**config.mk**
```make
export PLATFORM = sky130hd
export DESIGN_NAME = adder_share_arb
export DESIGN_NICKNAME = d
export VERILOG_FILES = /design/src/rtl/adder_share_arb.sv
export SDC_FILE = /design/constraint.sdc
export NUM_CORES = 1
export LEC_CHECK = 0
export CAP_MARGIN = 30
export CORE_MARGIN = 1
export CORE_UTILIZATION = 47
export DETAILED_ROUTE_END_ITERATION = 10
export PLACE_DENSITY = 0.79
export SETUP_SLACK_MARGIN = 0.4
export SKIP_CTS_REPAIR_TIMING = 1
export SKIP_LAST_GASP = 1
export SLEW_MARGIN = 20
export SYNTH_ARGS = -nofsm -noshare
export SYNTH_HDL_FRONTEND = slang
export SYNTH_SLANG_ARGS = --single-unit
```
**constraint.sdc**
```tcl
create_clock -name clk -period 3 [get_ports clk]
set_clock_uncertainty 0.05 [all_clocks]
set_input_delay 0.45 -clock clk [delete_from_list [all_inputs] [get_ports clk]]
set_output_delay 0.45 -clock clk [all_outputs]
set_load 0.005 [all_outputs]
```
**src/rtl/adder_share_arb.sv**
```systemverilog
// ---------------------------------------------------------------------------
// adder_share_arb
//
// Purpose:
//   Shares one W-bit signed ripple adder between two independent requesters.
//   A grant is issued only in IDLE. Round-robin or fixed-priority selection
//   is chosen by a parameter. The granted operands are registered, then
//   summed in CALC. The tagged result is held in HOLD until the consumer
//   accepts it. This block is the only driver of the adder's inputs.
//
// Parameters:
//   W     - operand width in bits; the result is W+1 bits wide
//   FAIR  - 1: round-robin between ports, 0: port 0 always wins
//   CNTW  - width of the completed-operation counter
//
// Ports:
//   clk        rising-edge clock
//   rst_n      synchronous active-low reset
//   req0/1     port request, held with its operands until granted
//   a0/1, b0/1 two's complement operands
//   cin0/1     carry-in
//   gnt0/1     combinational grant; operands are captured on that edge
//   res_valid  result valid (held until res_ready)
//   res_ready  consumer accepts the result
//   res_sum    sign-extended (W+1)-bit sum
//   res_cout   carry out of bit W of the sign-extended addition
//   res_ovf    result does not fit in W signed bits
//   res_id     port that issued the operation
//   busy       state is not IDLE
//   op_count   accepted operations, wraps modulo 2^CNTW
// ---------------------------------------------------------------------------
module adder_share_arb #(
    parameter int W    = 5,
    parameter int FAIR = 1,
    parameter int CNTW = 8
) (
    input  logic            clk,
    input  logic            rst_n,
    input  logic            req0,
    input  logic [W-1:0]    a0,
    input  logic [W-1:0]    b0,
    input  logic            cin0,
    output logic            gnt0,
    input  logic            req1,
    input  logic [W-1:0]    a1,
    input  logic [W-1:0]    b1,
    input  logic            cin1,
    output logic            gnt1,
    output logic            res_valid,
    input  logic            res_ready,
    output logic [W:0]      res_sum,
    output logic            res_cout,
    output logic            res_ovf,
    output logic            res_id,
    output logic            busy,
    output logic [CNTW-1:0] op_count
);

    typedef enum logic [1:0] {
        IDLE = 2'd0,
        CALC = 2'd1,
        HOLD = 2'd2
    } state_t;

    state_t         state;
    logic           last_grant;
    logic [W-1:0]   a_q;
    logic [W-1:0]   b_q;
    logic           cin_q;
    logic           id_q;

    logic           pick1;
    logic [W:0]     ext_a;
    logic [W:0]     ext_b;
    logic [W:0]     sum_w;
    logic [W+1:0]   carry;

    // Arbitration decision: does port 1 win if we are in IDLE?
    // On a tie, round-robin hands the grant to the port that did not win
    // last time; fixed priority always hands it to port 0.
    always_comb begin
        pick1 = 1'b0;
        if (req0 && req1) begin
            if (FAIR != 0) begin
                pick1 = (last_grant == 1'b0);
            end else begin
                pick1 = 1'b0;
            end
        end else begin
            pick1 = req1;
        end
    end

    // Grants exist only in IDLE, so a request that arrives while an
    // operation is in flight simply waits with req held high.
    assign gnt0 = (state == IDLE) && req0 && !pick1;
    assign gnt1 = (state == IDLE) && req1 && pick1;
    assign busy = (state != IDLE);

    // Shared ripple adder over the sign-extended (W+1)-bit operands.
    // Bits [W:0] of this chain equal the low bits of the W+2 bit signed sum,
    // and the carry out of the top stage is the unsigned carry-out.
    always_comb begin
        ext_a    = {a_q[W-1], a_q};
        ext_b    = {b_q[W-1], b_q};
        sum_w    = '0;
        carry    = '0;
        carry[0] = cin_q;
        for (int i = 0; i <= W; i++) begin
            sum_w[i]   = ext_a[i] ^ ext_b[i] ^ carry[i];
            carry[i+1] = (ext_a[i] & ext_b[i]) | (carry[i] & (ext_a[i] ^ ext_b[i]));
        end
    end

    // Control FSM with registered result outputs. Reset drops any operation
    // in flight and makes port 0 the first round-robin winner.
    always_ff @(posedge clk) begin
        if (!rst_n) begin
            state      <= IDLE;
            last_grant <= 1'b1;
            a_q        <= '0;
            b_q        <= '0;
            cin_q      <= 1'b0;
            id_q       <= 1'b0;
            res_valid  <= 1'b0;
            res_sum    <= '0;
            res_cout   <= 1'b0;
            res_ovf    <= 1'b0;
            res_id     <= 1'b0;
            op_count   <= '0;
        end else begin
            case (state)
                IDLE: begin
                    if (gnt0) begin
                        a_q        <= a0;
                        b_q        <= b0;
                        cin_q      <= cin0;
                        id_q       <= 1'b0;
                        last_grant <= 1'b0;
                        state      <= CALC;
                    end else if (gnt1) begin
                        a_q        <= a1;
                        b_q        <= b1;
                        cin_q      <= cin1;
                        id_q       <= 1'b1;
                        last_grant <= 1'b1;
                        state      <= CALC;
                    end
                end
                CALC: begin
                    res_sum   <= sum_w;
                    res_cout  <= carry[W+1];
                    // A (W+1)-bit result fits in W bits only when its top two bits agree
                    res_ovf   <= sum_w[W] ^ sum_w[W-1];
                    res_id    <= id_q;
                    res_valid <= 1'b1;
                    state     <= HOLD;
                end
                HOLD: begin
                    if (res_ready) begin
                        res_valid <= 1'b0;
                        op_count  <= op_count + CNTW'(1);
                        state     <= IDLE;
                    end
                end
                default: begin
                    state <= IDLE;
                end
            endcase
        end
    end

endmodule

```
---- Yosys cells after proc, flatten, opt, wreduce, memory -nomap -nowiden ----
Index checks and enable logic that the tools add are counted.
Widths: inputs -> output; s select.
word-level totals
  register bits ........................... 33
  bits of input ports ..................... 27
  output and inout port bits .............. 21
  logic and storage cells ................. 76
cells by class
  add/sub/neg operators ................... 1
  equality and inequality tests ........... 4
  multiplexer cells ....................... 15
  bitwise operators ....................... 30
  reduce and logical (&&, ||, !) cells .... 14
operators with widths
  kind                 number
  $mux 5               4
  $xor 1x1->1          12
  $and 1x1->1          11
  $add 8x1->8 const B  1
  $reduce_and 2->1     4
  $mux 1               6
  $mux 2               3
  $or 1x1->1           6
  $pmux 2 s3           1
  $reduce_bool 2->1    3
  $logic_and 1x1->1    5
  $ne 3x3->1 const B   1
  $eq 2x1->1 const B   1
  $eq 2x2->1 const B   1
  $logic_not 2->1      1
  $ne 2x2->1 const B   1
  $pmux 1 s2           1
  $logic_not 1->1      1
  $not 1->1            1

---- Depth between registers and ports, before layout ----
Gate-level depths: netlist of run 1.
  depth in word-level cells ............... 13
  gate-level depth with buffers ........... 10
  gate-level depth less buffers ........... 10

---- Worst setup path before layout of run 1 ----
No wires, ideal clock.
  kind .................................... register to register
  from .................................... register a_q[0]
  to ...................................... register res_ovf
  setup time .............................. 0.070 ns
  arrival ................................. 2.537 ns
  data required time ...................... 2.880 ns
  slack ................................... 0.343 ns
  cell stages (with the launch flop) ...... 11
  path buffers ............................ 0
  clock period less this slack ............ 2.657 ns
  cell sequence ........................... dfxtp_1 > inv_1 > fa_1 > inv_1 > fa_1 > fa_1 > fa_1 > fa_1 > xnor2_1 > nand2_1 > a21oi_1
between the ends
  elaborated cells on any way between the ends .. 15
  those cells by class .................... bitwise (15)
RTL lines
  what                      line  RTL
  start: declaration        67    logic [W-1:0] a_q;
  start signal: assignment  121   a_q <= '0;
  start signal: assignment  135   a_q <= a0;
  start signal: assignment  142   a_q <= a1;
  $xor 1x1->1               111   carry[i+1] = (ext_a[i] & ext_b[i]) | (carry[i] & (ext_a[i] ^ ext_b[i]));
  $and 1x1->1               111
  $or 1x1->1 (*)            111
  $and 1x1->1 (*)           111
  $or 1x1->1 (*)            111
  $and 1x1->1 (*)           111
  $or 1x1->1 (*)            111
  $and 1x1->1 (*)           111
  $or 1x1->1 (*)            111
  $xor 1x1->1 (*)           110   sum_w[i] = ext_a[i] ^ ext_b[i] ^ carry[i];
  named net sum_w[4]        75    logic [W:0] sum_w;
  $xor 1x1->1 (*)           154   res_ovf <= sum_w[W] ^ sum_w[W-1];
  end signal: assignment    154
  end: declaration          53    output logic res_ovf,
Mark *: on every way through the listed nets, which the timed path passes. The rest lies on a longest branch.
A chain may end at the register's enable or synchronous reset.

---- Worst setup path in the final report of run 1 ----
Ends and elaborated chain as after synthesis.

==> flow_results.org, run 1 <==
** Drt
- Wirelength, routed :: 3.54 mm
- Number of detailed-routing iterations run before antenna repair :: 4
- After detailed routing, the number of vias per cell comes to 5.35.
- After detailed routing, the number of remaining DRC violations is 0.
- Starting DRC count in detailed routing :: 72
- In the final routed layout, each cell accounts on average for 12.6 µm.
- The final route contains 1499 vias.
- Post-DRT Antenna Nets :: 0

** CTS
- Clock latency on the worst-skew pair, taken at its later pin, is 0.34 ns.
- CTS built an H-tree with a depth of 2.
- Clock transition time at the flip-flop clock pins of the worst setup and hold paths :: 0.10 ns
- Count of clock tree sinks :: 33
- TritonCTS built the clock tree.
- The clock passes through at most 2 buffers.
- Clock buffer count from CTS :: 5
- The root buffer cell chosen for the clock tree is sky130_fd_sc_hd__clkbuf_4.

** Setup path
- Sort of element at the end of the critical path :: flop
- Setup crit start :: a_q[0]
- In this run the worst path has a maximum fanout of 2.
- STA classifies the critical path startpoint as a flop.
- Reg-to-Reg End :: res_ovf
- Crit path buffers/inverters :: 2
- Critical Path Stages :: 10
- The signal on the critical path passes through inv_2 > fa_2 > inv_2 > fa_2 > fa_2 > fa_2 > fa_1 > xnor2_1 > nand2_1 > a21oi_1.
- Counting stages on the worst path, the most repeated cell is sky130_fd_sc_hd__fa_2.
- Crit path max-delay family :: adder cells
- In this run the register-to-register setup slack is 0.33 ns.
- At the worst endpoint, the required time is 3.23 ns.
- For this design, the slowest cell found on the critical path is sky130_fd_sc_hd__fa_1.
- WP data arrival :: 2.90 ns
- The worst setup path is of the reg2reg kind.
- Worst-case reg-to-reg path depth :: 10
- Slowest Stage Delay on Critical Path :: 0.56 ns
- The critical path ends at res_ovf.
- The startpoint identified for the worst register-to-register timing path is a_q[0].

** Power
- Net switching is 26.2% of the power.
- Summing internal, switching and leakage power gives 1.10 mW.
- Of the total power, registers draw 46.3%.
- Internal Dissipation :: 0.808 mW
- Power spread over the standard cell area amounts to 482 mW/mm².
- VDD sags by at most 0.244 mV.
- Of the total power, combinational logic draws 22.3%.
- For this design the total switching power over the nets is 0.287 mW.
- Clock Power Share :: 31.4%
- Leakage power of the design :: 0.821 nW

** STA
- Setup slack after layout :: 0.328 ns
- Transition time at the pin with the least slew margin :: 0.735 ns
- Headroom to the max-slew limit came out at 50.7%.
- The count of endpoints failing hold in the final timing report is 0.
- For the final routed database, the setup TNS stands at 0 ns.
- Final Critical Period :: 2.67 ns
- The worst path uses 89.1% of the clock period.
- The final number of max-transition violations is 0.
- Based on the critical path, the design can be clocked at up to 0.374 GHz.
- Setup repair after global routing could not meet its margin everywhere.
- Number of setup violations in the final report :: 0
- Final hold analysis gives a worst-case slack of 0.410 ns.

** Outcome
- Result of the run :: finished clean

** Logic synthesis
- For this run, the number of Yosys warnings is 0.
- The synthesized design spends more area on one cell type than any other, namely sky130_fd_sc_hd__dfxtp_1.
- Number of flops mapped to enable cells by yosys :: 0
- By count the netlist is led by 33 x sky130_fd_sc_hd__dfxtp_1, 21 x sky130_fd_sc_hd__nand2_1, 15 x sky130_fd_sc_hd__a21oi_1.
- The average instance in the mapped netlist occupies 8.89 µm².
- Counting flops with an async set or reset pin after synthesis yields a share of 0%.
- The synthesized netlist contains 34 unique library cells.
- Count leader, synth :: sky130_fd_sc_hd__dfxtp_1
- The most used flip-flop cell after synthesis is sky130_fd_sc_hd__dfxtp_1.
- Net count after synthesis :: 221
- Synthesis handed over a netlist of 187 instances.
- Area share of the largest cell type after synthesis :: 39.7%
- Register bit count reported by yosys :: 33
- Sequential element share of the synthesized area :: 39.7%
- Combined area of all synthesized cells :: 0.00166 mm²
- Main area contributors after synthesis :: sky130_fd_sc_hd__dfxtp_1 40%, sky130_fd_sc_hd__fa_1 7.2%, sky130_fd_sc_hd__nand4b_1 6.3%, sky130_fd_sc_hd__o221ai_1 5.8%, sky130_fd_sc_hd__nand2_1 4.7%

** Cells and area
- Share of cells above drive strength 1 :: 11.5%
- Synth-to-layout area growth :: 36.6%
- Post-route cell area :: 0.00227 mm²
- The net count of the finished layout is 267.
- The finished layout holds 280 standard cells, fillers aside.
- The number of antenna diodes in the final layout is 0.
- At the end of the flow the core is filled with cells to 67.5%.

** Floorplanning
- Core outline area :: 0.00336 mm²
- Initial core utilization :: 49.4%
- The floorplan step set the die height to 61.5 µm.
- Num ports :: 48
- The die covers 0.00378 mm².
- The die is 61.5 µm wide.
- In this run the core area contains 21 standard-cell rows.

** Placed design
- Summed over all nets, the half-perimeter wirelength after detailed placement is 2.71 mm.
- Summing all placed instances gives a cell area of 0.00217 mm².
- Including well taps, the total number of placed cells is 271.
- Routability-driven placement congestion ratio :: 0.775
- # port buffers :: 47
- Post-place setup slack :: 0.237 ns

** GRT
- The total overflow left after global routing is 0.
- Initial antenna violation count :: 0
- The via count of the first global-routing pass is 1299.
- Wire length of the first global-routing pass :: 5.50 mm
- Combined global-route utilization of all metal layers :: 20.2%
- Entering global routing, the biggest net connects 26 pins.

** Job
- Number of max-cap violations :: 0

** Worst hold path
- The worst hold path belongs to the class reg2reg.
state kept, by name, summed over array words and instances, names as in the netlist, 2 cells and up:
name / cells
a_q: 5
b_q: 5
op_count: 8
res_sum: 6
state: 2
kinds of logic after synthesis:
group / synth area share, %
compound gates: 14.3
buf+inv: 7.00
mux: 0.602
xor+xnor: 1.58
fa+ha+maj: 7.98
flops: 39.7
simple gates: 28.8
cell usage in the layout (no fill, tap or decap), drive strengths merged, types with 2 or more instances in the layout:
| cell | count |
|---|---|
| fa | 6 |
| a21oi | 15 |
| o221ai | 11 |
| or3b | 2 |
| nand2 | 21 |
| xor2 | 2 |
| clkdlybuf4s50 | 47 |
| o21ai | 4 |
| nor2 | 9 |
| buf | 6 |
| nor2b | 2 |
| or4 | 2 |
| dfxtp | 33 |
| and2 | 11 |
| o31ai | 2 |
| nand2b | 2 |
| nand4b | 13 |
| inv | 14 |
| a211oi | 2 |
| or3 | 3 |
| clkbuf | 7 |
| nand4 | 12 |
cell type report:
type | count | area (µm²)
tap | 46 | 57.6
timing repair buffer | 53 | 515
sequential | 33 | 662
clock buffer | 7 | 55.1
inverter | 14 | 52.6
fill | 289 | 1090
clock inverter | 1 | 30.0
multi-input combinational | 126 | 898
worst min-delay path: stages (launching register included):
cell,delay [ns]
sky130_fd_sc_hd__dfxtp_1,0.32
sky130_fd_sc_hd__nand2_1,0.05
sky130_fd_sc_hd__a21oi_1,0.05
how the worst min path moves through the flow:
| stage | start | endpoint | slack [ns] | cells past startpoint |
|---|---|---|---|---|
| after floorplan | id_q | res_id | 0.38 | 2 |
| after global placement | res_sum[3] | res_sum[3] | 0.39 | 2 |
| after detailed placement | res_sum[2] | res_sum[2] | 0.40 | 2 |
| after CTS | res_sum[2] | res_sum[2] | 0.41 | 2 |
| after global routing | res_sum[3] | res_sum[3] | 0.43 | 2 |
| final | res_sum[2] | res_sum[2] | 0.41 | 2 |
power by group through the flow:
stage | combinational (mW) | sequential, mW | clock, mW
2_1_floorplan | 0.144 | 0.509 | 0
3_3_place_gp | 0.231 | 0.514 | 0
4_1_cts | 0.240 | 0.505 | 0.351
3_5_place_dp | 0.239 | 0.516 | 0
5_1_grt | 0.271 | 0.511 | 0.374
6_report | 0.244 | 0.507 | 0.344
layer usage:
| layer | vias to the layer above | GRT usage [%] | wire length (µm) |
|---|---|---|---|
| met2 | 55 | 32.7 | 1650 |
| met3 | 7 | 4.62 | 217 |
| met5 | - | 0 | 0 |
| li1 | 760 | - | - |
| met1 | 677 | 25.2 | 1620 |
| met4 | 0 | 10.5 | 53 |
(Power assumes the default switching activity.)
==> run 2, diff against run 1 <==
--- a/config.mk
+++ b/config.mk
@@ -7,9 +7,9 @@
 export LEC_CHECK = 0
 export CAP_MARGIN = 30
 export CORE_MARGIN = 1
-export CORE_UTILIZATION = 47
+export CORE_UTILIZATION = 42
 export DETAILED_ROUTE_END_ITERATION = 10
-export PLACE_DENSITY = 0.79
+export PLACE_DENSITY = 0.75
 export SETUP_SLACK_MARGIN = 0.4
 export SKIP_CTS_REPAIR_TIMING = 1
 export SKIP_LAST_GASP = 1
==> constraint.sdc (replaced) <==
create_clock -name clk -period 2.32 [get_ports clk]
set_clock_uncertainty 0.05 [all_clocks]
set_input_delay 0.348 -clock clk [delete_from_list [all_inputs] [get_ports clk]]
set_output_delay 0.348 -clock clk [all_outputs]
set_load 0.005 [all_outputs]
==> run 2 against run 1 <==
Effect of this change: the run now ends with setup timing left; total power rose by 34%; critical path type unchanged; routed wire length down 0.96%; hold slack worse by 0.0068 ns.
==> flow_results.org, run 2 (synthesis gave the netlist of run 1 again) <==
** Power
- The peak ir drop on the vdd network came to 0.283 mV (+16%).
- The cell-internal power came to 1.08 mW (+33%).
- Power Dens Cells :: 624 mW/mm² (+29%)
- The net switching fraction of the power was 26.7% (+0.44 points).
- The part of the total power dissipated in the clock network was 31.8% (+0.4 points).
- Part of the power in combinational logic :: 23.8% (+1.5 points)
- Net switching component of the power :: 0.392 mW (+37%)
- The sequential share of power came to 44.5% (-1.8 points).
- Leakage power of the design :: 0.894 nW (+8.9%)

** CTS
- Root buf cell :: sky130_fd_sc_hd__clkbuf_8
- Count of clock tree sinks :: 33 (unchanged)
- The clock tree buffer depth was 2 (unchanged).
- Number of H-tree levels :: 2 (unchanged)
- Clock buffer count from CTS :: 5 (unchanged)
- Latest clock arrival within the worst-skew pair :: 0.28 ns (-0.06 ns)
- The clock-pin slew reported for the worst setup and hold paths after clock tree synthesis is 0.06 ns (-0.04 ns).
- Clock tree from TritonCTS :: built

** Drt
- The remaining routing DRC violations came to 0 (unchanged).
- Starting DRC count in detailed routing :: 83 (+15%)
- Detail-routed net length per standard cell :: 12.1 µm (-4.4%)
- Total number of vias :: 1518 (+1.3%)
- Number of detailed-routing iterations run before antenna repair :: 4 (unchanged)
- Wirelength, routed :: 3.51 mm (-0.96%)
- The routed via count divided by cell count was 5.23 (-2.2%).
- The count of antenna-violating nets left after detailed routing was 0 (unchanged).

** Floorplanning
- The overall die area was 0.00421 mm² (+12%).
- Die Width :: 64.9 µm (+5.6%)
- The number of I/O pins came to 48 (unchanged).
- Core outline area :: 0.00372 mm² (+10%)
- The die height was 64.9 µm (+5.6%).
- Cell Rows :: 22 (+4.8%)
- The effective utilization at floorplan was 44.7% (-4.7 points).

** Setup path
- The arrival time at the worst endpoint was 2.79 ns (-0.11 ns).
- Worst-case reg-to-reg path depth :: 10 (unchanged)
- For this design, the slowest cell found on the critical path is sky130_fd_sc_hd__fa_1.
- CP Cell Sequence :: inv_1 > fa_1 > inv_1 > fa_2 > fa_2 > fa_2 > fa_1 > xnor2_1 > nand2_1 > a21oi_1
- The cell that appears most often on the critical path is sky130_fd_sc_hd__fa_2.
- Crit path kind :: reg2reg
- Slowest Stage Delay on Critical Path :: 0.54 ns (-0.02 ns)
- Setup slack on the worst flop-to-flop path :: -0.30 ns (-0.63 ns)
- The worst register-to-register path ends at res_ovf.
- Sort of element at the start of the critical path :: flop
- The startpoint identified for the worst register-to-register timing path is cin_q.
- CP Max Fanout :: 2 (unchanged)
- Required time of the worst setup path :: 2.49 ns (-0.74 ns)
- STA classifies the critical path endpoint as a flop.

** Placed design
- The number of cells after detailed placement was 281 (+3.7%).
- Detail Placement HPWL :: 2.69 mm (-0.67%)
- Routability-driven placement congestion ratio :: 0.777 (+0.17%)
- The post-place setup slack was -0.399 ns (-0.636 ns).
- The count of buffers inserted at the top-level ports is 47 (unchanged).
- Post-Place Cell Area :: 0.00223 mm² (+3.0%)

** Cells and area
- Net count reported at finish :: 275 (+3.0%)
- Fill count :: 332 (+15%)
- Biggest registers after layout :: op_count: 8 flops, res_sum: 6 flops
- More flip-flops sit in one register than any other, and that register is op_count.
- The final standard cell count with taps included and fillers excluded was 290 (+3.6%).
- Post-route cell area :: 0.00236 mm² (+3.9%)
- Flip-flop count of the largest register after layout :: 8 (unchanged)
- Share of cells above drive strength 1 :: 14.0% (+2.5 points)
- The utilization after layout is 63.5% (-4.1 points).
- Compared with the post-synthesis result, the final layout area differs by 41.8%.
- Leaving out fill and tap cells, the most frequent cells in the layout are 45 x sky130_fd_sc_hd__clkdlybuf4s50_1, 32 x sky130_fd_sc_hd__dfxtp_1, 21 x sky130_fd_sc_hd__nand2_1.
- The number of inserted diodes was 0 (unchanged).
- Leaving out fill and tap cells, the most frequent cell in the layout is sky130_fd_sc_hd__clkdlybuf4s50_1.

** GRT
- The number of antenna violations at the first check in global routing was 0 (unchanged).
- The wire length of the first global-routing pass came to 6.01 mm (+9.3%).
- The total track usage is 18.5% (-1.7 points).
- Largest net degree at the start of global routing :: 23 (-12%)
- Vias in the first global route :: 1318 (+1.5%)
- The overflow left after global routing was 0 (unchanged).

** STA
- The actual slew at the worst max-slew pin came to 0.719 ns (-0.0161 ns).
- The maximum clock frequency came to 0.381 GHz (+1.8%).
- Tightest hold margin :: 0.403 ns (-0.00682 ns)
- Setup repair after global routing could not meet its margin everywhere.
- Final Critical Period :: 2.62 ns (-0.0478 ns)
- Final worst-path cycle share :: 113% (+24 points)
- The count of endpoints failing hold in the final timing report came to 0 (unchanged).
- The number of setup violations in the final report came to 3 (+3).
- The worst setup slack after layout was -0.304 ns (-0.632 ns).
- Headroom to the max-slew limit :: 52.0% (+1.3 points)
- The final number of max-transition violations is 0 (unchanged).

** Job
- The max-cap violation count is 0 (unchanged).

** Outcome
- Result of the run :: complete, but fails checks
- The checks that failed: setup timing.

** Worst hold path
- Hold Path Class :: reg2reg
- The path with the worst hold slack has its endpoint at res_sum[3].
- Launch point of the worst hold path :: res_sum[3]
- Hold depth :: 2 (unchanged)
[run 2: cell type report]
type	instances	area, µm²	share of cell area [%]
Inverter	14	52.6	2.23
Sequential cell	33	662	28.1
Timing Repair Buffer	61	577	24.5
Multi-Input combinational cell	126	906	38.4
Clock inverter	1	5.00	0.212
Clock buffer	7	96.3	4.08
Tap cell	48	60.1	2.55
[run 2: routing by layer]
| layer | vias to the layer above | track usage (%) | routed length [µm] |
|---|---|---|---|
| met3 | 3 | 4.75 | 145 |
| met1 | 697 | 24.9 | 1700 |
| met4 | 0 | 7.50 | 21 |
| met5 | - | 0 | 0 |
| met2 | 41 | 27.9 | 1640 |
| li1 | 777 | - | - |
[run 2: through the flow]
stage	power (mW)	TNS, ns
after floorplan	0.847	-0.414
after global placement	0.996	-0.678
after detailed placement	1.00	-0.864
after CTS	1.47	-0.920
after global routing	1.55	-0.992
final	1.47	-0.677
[run 2: worst max-delay path by stage]
stage	endpoint	start	cells past startpoint
after detailed placement	res_ovf	cin_q	10
after global placement	res_ovf	a_q[0]	10
after CTS	res_ovf	cin_q	10
final	res_ovf	cin_q	10
after global routing	res_ovf	b_q[0]	10
after floorplan	res_ovf	a_q[0]	10
[run 2: power by group through the flow]
stage               Combinational (mW)  Clock [mW]  Sequential, mW
floorplan                        0.188           0           0.659
global placement                 0.334           0           0.663
detailed placement               0.337           0           0.665
CTS                              0.339       0.479           0.653
global route                     0.387       0.505           0.661
finish                           0.349       0.468           0.654
[run 2: worst max-delay path: cells and delay by family, from the launching register on]
family	cells	cell delay, ns
adder cells (fa/ha/maj)	5	1.76
flip-flops	1	0.30
AO/OA/AOI/OAI	1	0.14
XOR/XNOR	1	0.13
buffers and inverters	2	0.12
AND/OR/NAND/NOR	1	0.06
==> run 3, diff against run 2 <==
--- a/config.mk
+++ b/config.mk
@@ -8,6 +8,7 @@
 export CAP_MARGIN = 30
 export CORE_MARGIN = 1
 export CORE_UTILIZATION = 42
+export CTS_CLUSTER_DIAMETER = 50
 export DETAILED_ROUTE_END_ITERATION = 10
 export PLACE_DENSITY = 0.75
 export SETUP_SLACK_MARGIN = 0.4
==> results of run 3 <==
Final layout, timing and power as in run 2 (identical DEF).
==> patch: new RTL, config.mk and constraints of run 3 <==
The 3 states of `state_t` get a one-hot encoding in 3 bits.
--- a/src/rtl/adder_share_arb.sv
+++ b/src/rtl/adder_share_arb.sv
@@ -58,6 +58,6 @@
 
-    typedef enum logic [1:0] {
-        IDLE = 2'd0,
-        CALC = 2'd1,
-        HOLD = 2'd2
+    typedef enum logic [2:0] {
+        IDLE = 3'b001,
+        CALC = 3'b010,
+        HOLD = 3'b100
     } state_t;
Behaviour: no difference found for any inputs over 10 cycles, from zero or initial values and one cycle with rst_n low; not proved beyond that.
==> patch against run 3 <==
- combinational power is 8.3% higher
- largest power group unchanged
- critical endpoint unchanged
- sequential cell count rose by 1
- first-iteration DRC count fell by 23%
- cell area grew 2.0%
- setup slack improved by 0.018 ns
- total power shrank 1.7%
- wire length up 10%
- the run still ends with negative setup slack left
- area after synthesis is 2.9% higher
==> patch: results (changes against run 3) <==
| Metric | Value |
|---|---|
| Outcome | finished with violations (unchanged) |
| Failing checks | negative setup slack (unchanged) |
| Critical path startpoint | a_q[0] (was cin_q) |
| Layout Cells excl Fill | 286 (was 290) |
| Final Wtd Congestion | 0.768 (was 0.777) |
| Root buffer cell | clkbuf_8 (unchanged) |
| Ys async rst share | 0% (unchanged) |
| IO buf count | 47 (unchanged) |
| TritonCTS Buffers | 5 (unchanged) |
| Gr usage total | 19.9% (was 18.5%) |
| Largest stage delay on the critical path | 0.36 ns (was 0.54 ns) |
| Post-synth top cells | dfxtp_1, nand2_1, a21oi_1, nor2_1, inv_1 (was dfxtp_1, nand2_1, a21oi_1) |
| Synth cell types | 36 (was 34) |
| Detail Placement HPWL | 2840 µm (was 2690 µm) |
| Worst-skew pair later-pin latency | 0.28 ns (about the same) |
| Static Leak | 0.923 nW (was 0.894 nW) |
| GR Util met1 | 24.4% (was 24.9%) |
| Relative max-transition margin | 55.2% (was 52.0%) |
| R2r worst-path depth | 11 (was 10) |
| Met3 Use GR | 5.17% (was 4.75%) |
| Synthesized Nets | 215 (was 221) |
| Global-route wire length before repair | 6470 µm (was 6010 µm) |
| WP data arrival | 2.71 ns (was 2.79 ns) |
| Share of cells above drive strength 1 | 18.9% (was 14.0%) |
| Placed insts | 276 (was 281) |
| Routed wire length | 3860 µm (was 3510 µm) |
| Vias | 1570 (was 1518) |
| Initial antenna violation count | 0 (unchanged) |
| Largest registers | op_count: 8 flops, res_sum: 6 flops (unchanged) |
| Worst R2R End | res_ovf (unchanged) |
| Area contributors post-synth | dfxtp_1, fa_1, mux2i_1, o31a_1, a21oi_1 (was dfxtp_1, fa_1, nand4b_1, o221ai_1, nand2_1) |
| CP max stage cell | fa_2 (was fa_1) |
| Vias in the first global route | 1411 (was 1318) |
| Syn Area/Cell | 9.45 µm² (was 8.89 µm²) |
| Largest net degree at the start of global routing | 22 (was 23) |
| Final #Nets | 272 (was 275) |
| Fmax | 0.384 GHz (was 0.381 GHz) |
| Clock transition at the registers of the reported paths | 0.06 ns (about the same) |
| Register-to-register setup slack | -0.29 ns (was -0.30 ns) |
| Final setup violation count | 4 (was 3) |
| Clock tree buffer depth | 2 (unchanged) |
| IR drop worst, VDD | 0.290 mV (was 0.283 mV) |
| Initial DRC count | 64 (was 83) |
| Setup ws final | -0.286 ns (was -0.304 ns) |
| Layout fillers | 335 (was 332) |
| Met2 Use GR | 32.3% (was 27.9%) |
| Post-synthesis sequential area ratio | 39.8% (was 39.7%) |
patch: how the worst min path moves through the flow:
stage | from | to
2_1_floorplan | id_q | id_q
3_3_place_gp | op_count[7] | op_count[7]
3_5_place_dp | op_count[7] | op_count[7]
4_1_cts | op_count[7] | op_count[7]
5_1_grt | op_count[7] | op_count[7]
6_report | op_count[7] | op_count[7]
patch: layout make-up:
| class | count | area, µm² | share of cell area, % |
|---|---|---|---|
| sequential | 34 | 688 | 28.6 |
| inverter | 12 | 45.0 | 1.87 |
| tap | 48 | 60.1 | 2.50 |
| clock buffer | 7 | 76.3 | 3.17 |
| multi-input combinational | 121 | 923 | 38.4 |
| timing repair buffer | 64 | 612 | 25.4 |
patch: cells by family after synthesis:
group | after synthesis | share of synthesized area, %
xor+xnor | 2 | 1.02
buf+inv | 26 | 6.95
mux | 9 | 5.27
flops | 34 | 39.8
fa+ha+maj | 7 | 7.75
simple gates | 51 | 16.2
compound gates | 52 | 23.0
patch: through the flow:
stage               hold WS [ns]  total power, mW  TNS (ns)  worst slack [ns]  instance area [µm²]
floorplan                  0.404            0.902    -0.357            -0.232                 1720
global placement           0.400             1.04    -0.692            -0.319                 2280
detailed placement         0.414             1.04    -0.800            -0.345                 2280
CTS                        0.422             1.44    -0.835            -0.344                 2360
global route               0.428             1.53    -0.952            -0.392                 2400
finish                     0.417             1.45    -0.560            -0.286                 2400
patch: routing by layer:
metal,share of wire [%],wire length (µm)
met5,0,0
met4,1.7,65
met3,5.1,197
met2,49,1870
met1,45,1720
patch: report_power, final:
group / switching [mW] / internal (mW) / leakage [nW]
clock network: 0.191 / 0.206 / 0.0383
registers: 0.0383 / 0.632 / 0.279
logic: 0.167 / 0.211 / 0.606
patch: worst reg2reg max path, cell delays in order (launching register included):
cell and delay (ns):
dfxtp_2 0.32, inv_2 0.05, fa_1 0.17, inv_2 0.04
fa_2 0.33, fa_2 0.35, fa_2 0.36, buf_4 0.15
fa_2 0.35, xnor2_1 0.13, mux2i_1 0.13, nor2_1 0.05
